`config.mk`:
```
export PLATFORM = sky130hd
export DESIGN_NAME = thor2023_icache_ctrl
export DESIGN_NICKNAME = d
export VERILOG_FILES = /design/src/rtl/thor2023_icache_ctrl_pkg.sv /design/src/rtl/thor2023_icache_ctrl.sv
export SDC_FILE = /design/constraint.sdc
export NUM_CORES = 1
export LEC_CHECK = 0
export ABC_AREA = 1
export BUFFER_PORTS_ARGS = -buffer_cell sky130_fd_sc_hd__buf_2
export CORE_AREA = 4 4 275 277
export CTS_CLUSTER_SIZE = 24
export DETAILED_ROUTE_END_ITERATION = 6
export DIE_AREA = 0 0 279 281
export MAX_ROUTING_LAYER = met4
export PLACE_DENSITY_LB_ADDON = 0.08
export SETUP_SLACK_MARGIN = 0.1
export SKIP_CTS_REPAIR_TIMING = 1
export SLEW_MARGIN = 30
export SYNTH_ARGS = -nofsm -noshare
export SYNTH_HDL_FRONTEND = slang
export SYNTH_SLANG_ARGS = --single-unit
```
`constraint.sdc`:
```
create_clock -name clk -period 19.6 [get_ports clk]
set_input_delay 3.92 -clock clk [delete_from_list [all_inputs] [get_ports clk]]
set_output_delay 3.92 -clock clk [all_outputs]
set_load 0.05 [all_outputs]
```
`src/rtl/thor2023_icache_ctrl_pkg.sv`:
```
// Thor2023Pkg: shared address/ASID types, cache line layout and refill controller states
package Thor2023Pkg;
  localparam int ICacheLineWidth = 256;
  typedef logic [31:0] address_t;
  typedef logic [11:0] asid_t;
  typedef struct packed {
    address_t vtag;
    address_t ptag;
    logic [1:0] v;
    logic [ICacheLineWidth-1:0] data;
  } ICacheLine;
  typedef enum logic [2:0] {IDLE, XLAT, BUSRD, WRITE, SETTLE, INV} icctrl_state_t;
endpackage

```
`src/rtl/thor2023_icache_ctrl.sv`:
```
// thor2023_icache_ctrl: instruction cache miss refill and invalidate controller
module thor2023_icache_ctrl
  import Thor2023Pkg::*;
#(
  parameter int WAYS = 4,
  parameter int LOBIT = 6,
  parameter int BEATS = ICacheLineWidth / 128
) (
  input  logic                    rst,
  input  logic                    clk,
  input  logic                    ip_valid,
  input  logic                    ihit,
  input  address_t                miss_adr,
  input  asid_t                   miss_asid,
  output logic                    tlb_req,
  output address_t                tlb_vadr,
  output asid_t                   tlb_asid,
  input  logic                    tlb_ack,
  input  logic                    tlb_fault,
  input  address_t                tlb_padr,
  output logic                    cyc,
  output logic                    stb,
  output address_t                adr,
  output logic [15:0]             sel,
  input  logic                    ack,
  input  logic                    err,
  input  logic [127:0]            dat_i,
  input  logic                    inv_req,
  input  logic                    inv_all,
  input  address_t                inv_adr,
  output logic                    inv_ack,
  output ICacheLine               ic_line_o,
  output logic [$clog2(WAYS)-1:0] wway,
  output logic                    wr_ic,
  output logic                    invce,
  output logic                    invline,
  output logic                    invall,
  output logic                    busy,
  output logic                    fault,
  output address_t                fault_adr
);
  localparam int BW = BEATS > 1 ? $clog2(BEATS) : 1;
  localparam int WW = $clog2(WAYS);
  localparam address_t LMASK = address_t'((1 << (LOBIT - 1)) - 1);
  icctrl_state_t state, state_n;
  address_t vadr, padr, inv_adr_r;
  asid_t asid_r;
  logic [BW-1:0] beat;
  logic [WW-1:0] way;
  logic scnt, fault_n, beat_ok;
  logic [ICacheLineWidth-1:0] line;
  assign beat_ok = (state == BUSRD) && ack && !err;
  assign fault_n = (state == XLAT && tlb_ack && tlb_fault) || (state == BUSRD && err);
  assign stb = cyc;
  assign sel = {16{cyc}};
  assign adr = cyc ? padr + address_t'({beat, 4'b0000}) : '0;
  assign busy = state != IDLE;
  assign wway = way;
  assign tlb_vadr = vadr;
  assign tlb_asid = asid_r;
  // next-state selection; err outranks ack, invalidate outranks a miss
  always_comb begin
    state_n = state;
    case (state)
      IDLE:    state_n = inv_req ? INV : (ip_valid && !ihit) ? XLAT : IDLE;
      XLAT:    state_n = !tlb_ack ? XLAT : tlb_fault ? IDLE : BUSRD;
      BUSRD:   state_n = err ? IDLE : (ack && beat == BW'(BEATS - 1)) ? WRITE : BUSRD;
      WRITE:   state_n = SETTLE;
      SETTLE:  state_n = scnt ? IDLE : SETTLE;
      default: state_n = IDLE;
    endcase
  end
  // line presented to the cache: full refill on write, target tag on invalidate
  always_comb begin
    ic_line_o = (state == WRITE) ? ICacheLine'{vtag: vadr, ptag: padr, v: '1, data: line}
              : (state == INV) ? ICacheLine'{vtag: inv_adr_r, ptag: '0, v: '0, data: '0}
              : '0;
  end
  // state, registered pulses and refill bookkeeping
  always_ff @(posedge clk or posedge rst) begin
    if (rst) begin
      state <= IDLE;
      tlb_req <= 1'b0;
      cyc <= 1'b0;
      wr_ic <= 1'b0;
      invce <= 1'b0;
      inv_ack <= 1'b0;
      invall <= 1'b0;
      invline <= 1'b0;
      fault <= 1'b0;
      fault_adr <= '0;
      vadr <= '0;
      asid_r <= '0;
      padr <= '0;
      inv_adr_r <= '0;
      beat <= '0;
      way <= '0;
      scnt <= 1'b0;
      line <= '0;
    end else begin
      state <= state_n;
      tlb_req <= state_n == XLAT;
      cyc <= state_n == BUSRD;
      wr_ic <= state_n == WRITE;
      invce <= state_n == INV;
      inv_ack <= state_n == INV;
      invall <= state_n == INV && inv_all;
      invline <= state_n == INV && !inv_all;
      fault <= fault_n;
      if (fault_n) fault_adr <= vadr;
      if (state == IDLE && state_n == XLAT) {vadr, asid_r} <= {miss_adr, miss_asid};
      if (state == XLAT && tlb_ack && !tlb_fault) padr <= tlb_padr & ~LMASK;
      if (state == IDLE && state_n == INV) inv_adr_r <= inv_adr;
      beat <= (state == BUSRD) ? beat + BW'(beat_ok) : '0;
      if (beat_ok) line[int'(beat)*128 +: 128] <= dat_i;
      if (wr_ic) way <= (way == WW'(WAYS - 1)) ? '0 : way + 1'b1;
      scnt <= (state == SETTLE) && !scnt;
    end
  end
endmodule

```
==> Word-level counts from Yosys, hierarchy flattened <==
Cells that the tools add are included.
{ "word_totals": {"regBits": 405, "inputBits": 246, "out_inout_bits": 458, "wordCells": 68} }
{ "op_classes": {"add_sub_neg": 4, "n_eq_ne": 10, "n_shift": 2, "muxes": 14, "reduce_logical": 21} }
{ "op_table": {"columns": ["op", "n"], "rows": [
  ["2-to-1 mux 322 bit", 2],
  ["bitwise mux 256 bit", 1],
  ["variable shift 128 x 33 -> 256 bit, first input constant", 1],
  ["indexed part select 128 x 33 -> 256 bit", 1],
  ["negator 8 -> 33 bit", 1],
  ["adder 32 x 5 -> 32 bit", 1],
  ["2-to-1 mux 32 bit", 1],
  ["case mux 3 bit (5 select lines)", 1],
  ["logical AND 1 bit", 13],
  ["== test 3 x 2 -> 1 bit, second input constant", 4],
  ["== test 3 bit, second input constant", 3],
  ["2-to-1 mux 2 bit", 4],
  ["== test 3 x 1 -> 1 bit, second input constant", 2],
  ["2-to-1 mux 3 bit", 2],
  ["logical NOT 1 bit", 5],
  ["logical NOT 3 bit", 1],
  ["2-to-1 mux 1 bit", 3],
  ["nonzero test 3 bit", 1],
  ["adder 2 x 1 -> 2 bit, second input constant", 1],
  ["== test 2 bit, second input constant", 1],
  ["adder 1 bit", 1],
  ["logical OR 1 bit", 1]
]} }

==> Depth between registers and ports, before layout <==
Gate-level depths: netlist of the first run.
{ "logic_depth": {"word_depth": 7, "mapped_depth": 11, "depth_no_buf": 9} }

==> Worst setup path before layout of the first run <==
No wires, ideal clock.
{ "synth_path": {"kind": "register -> output", "start": "register state[2]", "end": "output ic_line_o[312] in the netlist's numbering", "arrival_time_ps": 2056, "required_time_ps": 15680, "setup_slack_ps": 13624, "stages_incl_launch_ff": 7, "cell_sequence": "dfrtp_1 > inv_2 > nand3_2 > inv_1 > buf_1 > nand2_1 > o21ai_0"} }
{ "synth_lines": {"columns": ["item", "line", "source"], "rows": [
  ["start: declaration", "thor2023_icache_ctrl.sv:45", "icctrl_state_t state, state_n;"],
  ["start signal: assignment", "thor2023_icache_ctrl.sv:101", "state <= state_n;"],
  ["end: declaration", "thor2023_icache_ctrl.sv:32", "output ICacheLine ic_line_o,"]
]} }

==> out/results.ini, run 1 <==
[synth]
synth_cells = 2069
ys_seq_elements = 405
netlist.top_cell.by_area = dfrtp_1
synth_area_leaders = dfrtp_1 58%, inv_1 11%, o22ai_1 9.1%
yosysTopAreaCellShare_pct = 57.9
ys_types = 28
synth_seq_area_share_pct = 57.9
syn_area_per_cell_sq_um = 8.46
yosys_warnings = 0
netlist_area_sq_um = 17500

[sta]
final_hold_viol_count = 0
fmax_mhz = 132
setup_ws_ns = 12.02
setup_viol_count_final = 0
finalCriticalPeriod_ns = 7.58
fin_crit_sh_pct = 38.7
skew_ns = 0.0183
tightest_slew_ns = 0.989
setup_tns_ns = 0
slew_violations = 0
slew_headroom_pct = 34.1
rsz0062_at_grt = no
holdWs_ns = 0.476

[global_routing]
grt_max_degree = 114
grt_use_total_pct = 17.5
grt_pass1_vias = 16309
grt-ovfl-total = 0
antenna_found_initial = 23
grt_first_pass_wirelength_um = 103000

[placed_design]
placedCellCount = 3593
dp_slack_ns = 12.53
placement.io_buffers = 689
dp_hpwl_um = 49300
gp_congestion = 0.844
place_area_sq_um = 21700

[finish]
drive_gt1_share_pct = 30.0
fin_cells = 3707
final_nets = 2938
final_util_pct = 32.3
stdcell_area_sq_um = 23600
area_growth_pct = 34.5

[setup_path]
end_kind = output port
reg2regPathDepth = 9
start_kind = flop
critPathTopFamily = buffers and inverters
cp_max_fo = 78
worstPathCellList = nand3_4, buf_4, buf_4, nor2_1, buf_2
crit_type = flop to output port
slowest_stage = buf_4
crit_buf_inv = 3
reg2reg_from = state[2]
r2r-end = line[105]
arrival_ns = 3.66
rrSetupSlack_ns = 15.87
max_stage_delay_ns = 0.78
cp.required_ns = 15.68
crit_top_cell = buf_4

[clock_tree]
clock_path_buffers = 3
worstSkewPairLatency_ns = 0.60
cts_sinks = 405
numCtsBuffers = 51
cts_tree = done
path_clk_slew_ns = 0.06
h-tree-depth = 2
cts_root_buf = clkbuf_16

[power]
combPwrFrac_pct = 35.1
switchingPower_mw = 1.40
p_clk_share_pct = 28.5
p_leak_nw = 14.4
p_int_mw = 1.97
p_sw_share_pct = 41.6
p_total_mw = 3.37
power_density_nw_per_um2 = 143
seqPwrFrac_pct = 36.4
vdd_drop_max_uv = 80.5

[detailed_routing]
first_pass_iters = 4
wl_per_cell_um = 18.8
detail_route.wirelength_um = 69800
drt-initial-drc-count = 684
via_per_inst = 4.27
ant_nets = 0
drc_errors = 0
num_vias = 15829

[hold_path]
hold_depth = 2
hold_path_class = flop to flop
min_to = tlb_asid[8]
hp-start = tlb_asid[8]

[job]
cap_viol_max_count = 0

[floorplanning]
dieArea_sq_um = 78400
num_io_pins = 704
core_sq_um = 72800
die_height_um = 281
fp.dieW_um = 279
placementRows = 99
start_util_pct = 24.0

[status]
status = complete, no violations

## tightest hold or removal path: stages, from the launching register on
cell	delay, ns
dfrtp_1	0.33
nand2_1	0.05
nand2_1	0.06
## power groups by stage
| stage | combinational, mW | clock, mW | sequential (mW) |
|---|---|---|---|
| final | 1.18 | 0.958 | 1.23 |
| after floorplan | 0.641 | 0 | 1.47 |
| after global placement | 1.18 | 0 | 1.24 |
| after detailed placement | 1.20 | 0 | 1.24 |
| after global routing | 1.29 | 1.03 | 1.26 |
| after CTS | 1.20 | 0.992 | 1.23 |
## state kept, by name, indices dropped and copies added (netlist names)
name and cells:
beat 1, cyc 1, fault 1, fault_adr 32, inv_adr_r 32, invall 1
invce 1, invline 1, line 256, padr 27, scnt 1, state 3
tlb_asid 12, tlb_req 1, tlb_vadr 32, wr_ic 1, wway 2
## kinds of logic (layout without fill, tap and decap cells)
| kind of cell | Yosys count | count (layout) | synth area share [%] |
|---|---|---|---|
| flops | 405 | 405 | 57.9 |
| mux | 1 | 1 | 0.0643 |
| buf+inv | 673 | 1324 | 15.3 |
| fa+ha+maj | 3 | 3 | 0.214 |
| compound gates | 383 | 383 | 12.8 |
| other cells | 1 | 29 | 0.0214 |
| simple gates | 603 | 603 | 13.7 |
## cell usage after synthesis
cell type,number
inv_1,518
dfrtp_1,405
nor2_1,292
nand2_1,285
o22ai_1,256
o21ai_0,124
clkbuf_1,99
buf_4,30
buf_2,14
nand2_2,10
buf_1,5
buf_6,4
ha_1,3
nor2_2,3
nor2_4,3
a21oi_1,2
inv_2,2
nand3_1,2
nand3_2,2
nand3_4,2
clkinv_1,1
conb_1,1
mux2_2,1
nand2_4,1
nand4_1,1
nand4_2,1
nor2_8,1
o31ai_1,1
## worst max-delay path by stage
stage               startpoint              to  slack (ns)  cells past startpoint
global placement      state[0]  ic_line_o[149]       12.56                      5
CTS                   state[0]  ic_line_o[149]       11.87                      5
finish                state[0]  ic_line_o[149]       12.02                      5
detailed placement    state[0]  ic_line_o[149]       12.53                      5
floorplan                  rst            beat        4.41                      1
global route          state[0]   ic_line_o[20]       11.74                      5
## per-layer routing
layer  GRT usage (%)  wire length (um)
met1            19.4             26800
met2            30.1             35800
met3            5.17              4980
met4            6.03              2220
met5               -                 0
## cell type report
cell class              count  area [sq um]
multi-input cells         999          4790
inverters                 521          1960
repair buffers            711          3690
fillers                  7957         49300
clock buffers              83          1560
clock inverters             9           164
well taps                 959          1200
flip-flops and latches    405         10100
diodes                     20          50.0
## layout by cell type (no fill, tap or decap), types with 2 or more instances in the layout
cell type	netlist	final
nand2_2	10	10
nor2_2	3	2
nor2_4	3	4
clkinv_8	0	2
conb_1	1	9
buf_2	14	689
o21ai_0	124	124
clkbuf_8	0	16
nand2_4	1	3
o22ai_1	256	256
inv_1	518	517
a21oi_1	2	2
nand2_1	285	283
nand3_1	2	2
buf_16	0	3
diode_2	0	20
buf_4	30	14
dfrtp_1	405	405
ha_4	0	2
clkbuf_16	0	51
nand3_4	2	3
bufinv_16	0	3
buf_6	4	5
clkbuf_1	99	16
inv_2	2	2
nor2_1	292	292
Note: power is estimated with default switching activity, not from simulation.
==> inputs of run 2 (changes only) <==
Settings changed: ABC_AREA 1 to 0, CORE_AREA 4 4 275 277 to 4 4 272 274, DIE_AREA 0 0 279 281 to 0 0 276 278.
Clock period 19.6 ns to 7.4 ns, I/O delays scaled along.
==> run 2 against run 1 <==
Net effect:
- cell area grew 2.1%
- worst hold slack got worse by 0.062 ns
- largest cell class unchanged
- die area is 2.1% lower
- largest power group unchanged
- clock skew fell by 0.0068 ns
- global-route usage is 0.21 points higher
==> out/results.ini, run 2 <==
[sta]
tightest_slew_ns = 0.991
finalCriticalPeriod_ns = 4.75
holdWs_ns = 0.413
fmax_mhz = 210
setup_ws_ns = 2.65
setup_tns_ns = 0
final_hold_viol_count = 0
setup_viol_count_final = 0
slew_headroom_pct = 33.9
skew_ns = 0.0115
slew_violations = 0
fin_crit_sh_pct = 64.2
rsz0062_at_grt = no

[synth]
synthAdderAreaFrac_pct = 0.207
ys_types = 36
synthSimpleGateAreaFrac_pct = 17.3
synth_top_family_by_area = simple AND/OR/NAND/NOR gates
netlist.top_cell.by_area = dfrtp_1
ys.flop_type = dfrtp_1
synth_compound_area_share_pct = 8.75
netlist_area_sq_um = 18100
synth_cells = 1835
synthMuxAreaShare_pct = 8.51
ys_seq_elements = 405
postSynth.asyncResetShare_pct = 100
synth_most_common_cell = dfrtp_1
yosysTopAreaCellShare_pct = 55.9
yosys_warnings = 0
synth_area_leaders = dfrtp_1 56%, and2_1 11%, mux2_2 8.3%
synth_xor_area_share_pct = 0
synth_seq_area_share_pct = 55.9
synth_edf_count = 0
synthTopCellsByCount = 405 x dfrtp_1, 313 x and2_1, 260 x inv_1
syn_area_per_cell_sq_um = 9.88

[global_routing]
grt_max_degree = 212
globalRouteMet1Util_pct = 20.2
grt_pass1_vias = 15479
use_met3_pct = 5.88
grt_use_total_pct = 17.7
grt.busiest_layer = met2
grt_util_met2_pct = 29.2
grt-ovfl-total = 0
antenna_found_initial = 22
grt_first_pass_wirelength_um = 102000

[detailed_routing]
first_pass_iters = 5
drc_errors = 0
detail_route.wirelength_um = 68000
via_per_inst = 4.23
num_vias = 14678
wl_per_cell_um = 19.6
drt-initial-drc-count = 705
ant_nets = 0

[power]
vdd_drop_max_uv = 288
p_leak_nw = 12.9
p_total_mw = 8.68
power_density_nw_per_um2 = 361

[hold_path]
hp-start = scnt
hold_path_class = flop to flop
hold_depth = 1

[clock_tree]
cts_root_buf = clkbuf_16
cts_tree = done
cts_sinks = 405
path_clk_slew_ns = 0.06
clock_path_buffers = 3
numCtsBuffers = 50
h-tree-depth = 2
worstSkewPairLatency_ns = 0.58

[floorplanning]
num_io_pins = 704
dieArea_sq_um = 76700
start_util_pct = 25.4
core_sq_um = 71400
die_height_um = 278
placementRows = 98
fp.dieW_um = 276

[setup_path]
reg2reg_from = state[2]
reg2regPathDepth = 8
worstPathCellList = and3b_4, buf_12, and2_1, buf_2
cp.depth = 4
critPathLaunch = state[2]
crit_type = flop to output port
critPathTopFamily = simple AND/OR/NAND/NOR gates
crit_buf_inv = 2
cp.required_ns = 5.92
slowest_stage = and3b_4
start_kind = flop
rrSetupSlack_ns = 4.22
r2r-end = line[235]
setup.worst_path.end = ic_line_o[267]
max_stage_delay_ns = 0.78
cp_max_fo = 211
arrival_ns = 3.27
end_kind = output port

[finish]
seq_area_sq_um = 10100
final_util_pct = 33.7
area_growth_pct = 32.6
multi_input_area_sq_um = 6370
layout_common_cells = 689 x buf_2, 404 x dfrtp_1, 312 x and2_1
drive_gt1_share_pct = 37.4
fin_cells = 3471
fillerInstances = 7668
final_common_cell = buf_2
final_nets = 2714
stdcell_area_sq_um = 24000
top_register = line
largest_register_ffs = 256

[status]
status = complete, no violations

[placed_design]
dp_slack_ns = 3.08
gp_congestion = 0.826
placement.io_buffers = 689
dp_hpwl_um = 47600
placedCellCount = 3362
place_area_sq_um = 22400

[job]
cap_viol_max_count = 0

==> run 2: where the power goes <==
part | switching [mW] | leakage, nW | internal, mW
combinational | 2.06 | 7.89 | 0.843
clock | 1.00 | 0.798 | 1.41
sequential | 0.455 | 4.25 | 2.91
total | 3.51 | 12.9 | 5.16
==> run 2: cell families after synthesis <==
group | Yosys count
compound gates | 292
fa+ha+maj | 3
buf+inv | 401
flops | 405
mux | 137
other cells | 1
simple gates | 596
==> run 2: final cells by class <==
type | instances | share of cell area [%]
clock buffer | 73 | 6.14
timing repair buffer | 711 | 15.5
multi-input combinational | 1037 | 26.5
tap | 950 | 4.94
sequential | 405 | 42.1
inverter | 260 | 4.07
clock inverter | 15 | 0.520
antenna | 20 | 0.208
==> run 2: per-layer routing <==
metal | wire, um | vias up
met5 | 0 | -
met4 | 1940 | 0
met3 | 5240 | 102
met2 | 33800 | 420
met1 | 27000 | 7179
li1 | - | 6977
==> run 2: how the worst min path moves through the flow <==
stage	end
6_report	scnt
5_1_grt	scnt
4_1_cts	scnt
3_5_place_dp	scnt
3_3_place_gp	scnt
2_1_floorplan	scnt
==> inputs of run 3 (changes only) <==
Settings changed: CORE_AREA 4 4 272 274 to 4 4 275 277, DIE_AREA 0 0 276 278 to 0 0 279 281.
Clock period 7.4 ns to 4.3 ns, I/O delays scaled along.
==> run 3 against run 2 <==
Net effect:
- non-clock buffer count up 11
- global-route usage down 0.098 points
- wire length up 1.8%
- cell area up 0.71%
- combinational power up 73%
- die area up 2.2%
- worst setup slack worse by 2.0 ns
- total power up 73%
- highest routed layer unchanged
==> out/results.ini, run 3 (same netlist as run 2, synthesis figures left out) <==
[clock_tree]
cts_tree = done
cts_sinks = 405
path_clk_slew_ns = 0.06
h-tree-depth = 2
numCtsBuffers = 51
cts_root_buf = clkbuf_16
worstSkewPairLatency_ns = 0.58
clock_path_buffers = 3

[setup_path]
start_kind = flop
cp.required_ns = 3.44
end_kind = output port
worstPathCellList = and3b_4, buf_12, and2_1, buf_2
crit_type = flop to output port
max_stage_delay_ns = 0.69
slowest_stage = and3b_4
arrival_ns = 2.80
cp_max_fo = 113

[detailed_routing]
num_vias = 14711
detail_route.wirelength_um = 69200
first_pass_iters = 5
ant_nets = 0
via_per_inst = 4.21
drc_errors = 0
drt-initial-drc-count = 507
wl_per_cell_um = 19.8

[power]
seqPwrFrac_pct = 38.6
p_total_mw = 15.0
power_density_nw_per_um2 = 619
p_clk_share_pct = 27.9
vdd_drop_max_uv = 432
combPwrFrac_pct = 33.4
switchingPower_mw = 6.02
p_leak_nw = 13.0
p_int_mw = 8.97
p_sw_share_pct = 40.2

[sta]
fin_crit_sh_pct = 85.2
setup_viol_count_final = 0
setup_tns_ns = 0
holdWs_ns = 0.320
slew_violations = 0
final_hold_viol_count = 0
skew_ns = 0.0181
slew_headroom_pct = 50.9
tightest_slew_ns = 0.736
rsz0062_at_grt = no
fmax_mhz = 273
finalCriticalPeriod_ns = 3.66
setup_ws_ns = 0.638

[floorplanning]
placementRows = 99
die_height_um = 281
start_util_pct = 24.9
dieArea_sq_um = 78400
num_io_pins = 704
core_sq_um = 72800
fp.dieW_um = 279

[hold_path]
hold_path_class = primary input to async pin

[finish]
final_nets = 2726
largest_register_ffs = 256
layout_common_cells = 689 x buf_2, 404 x dfrtp_1, 312 x and2_1
drive_gt1_share_pct = 37.4
top_register = line
area_growth_pct = 33.6
final_common_cell = buf_2

[placed_design]
dp_hpwl_um = 49100
gp_congestion = 0.828
placement.io_buffers = 689
dp_slack_ns = 1.16

[global_routing]
grt_use_total_pct = 17.6
grt_max_degree = 130
grt-ovfl-total = 0
grt_first_pass_wirelength_um = 103000
grt_pass1_vias = 15857
antenna_found_initial = 21

[job]
cap_viol_max_count = 0

[status]
status = complete, no violations

==> run 3: power by group through the flow <==
stage	sequential (mW)	combinational [mW]	clock, mW
after floorplan	6.85	2.62	0
after global placement	5.82	5.04	0
after detailed placement	5.86	5.07	0
after CTS	5.81	5.08	4.37
after global routing	5.96	5.35	4.52
final	5.79	5.01	4.19
==> run 3: final cells by class <==
| type | count | area (sq um) |
|---|---|---|
| fillers | 7783 | 48600 |
| flip-flops and latches | 405 | 10100 |
| multi-input cells | 1037 | 6370 |
| repair buffers | 722 | 3830 |
| clock buffers | 88 | 1600 |
| well taps | 959 | 1200 |
| inverters | 260 | 980 |
| diodes | 20 | 50.0 |
| clock inverters | 6 | 47.5 |
==> run 3: critical path, delay by kind of cell (launching register included) <==
family,cells,cell delay (ns)
and+or+nand+nor,2,0.88
DFF,1,0.52
buffers and inverters,2,0.71
==> run 3: per-stage QoR <==
stage / util [%] / std cells / area (sq um)
6_report: 33.3 / 3497 / 24200
5_1_grt: 33.3 / 3497 / 24200
4_1_cts: 33.2 / 3477 / 24200
3_5_place_dp: 30.9 / 3383 / 22500
3_3_place_gp: 30.9 / 3382 / 22500
2_1_floorplan: - / 1843 / 18200
==> run 3: layer usage <==
metal	routed length, um	share of wire (%)	global-route usage [%]	vias up
met2	34200	49	29.1	438
met1	27600	40	20.1	7169
li1	-	-	-	6999
met3	5380	7.8	5.88	105
met4	2070	3.0	5.90	0
met5	0	0	-	-
==> run 3: path summary, 6_finish.rpt <==
path	from	end	slack [ns]	depth (start not counted)
max in group asynchronous	rst	line[203]	3.00	4
worst min-delay path	rst	fault_adr[25]	0.32	2
worst max register to register	state[2]	line[14]	1.85	8
min in group clk	scnt	scnt	0.41	1
worst min register to register	scnt	scnt	0.41	1
worst max-delay path	state[2]	ic_line_o[6]	0.64	4
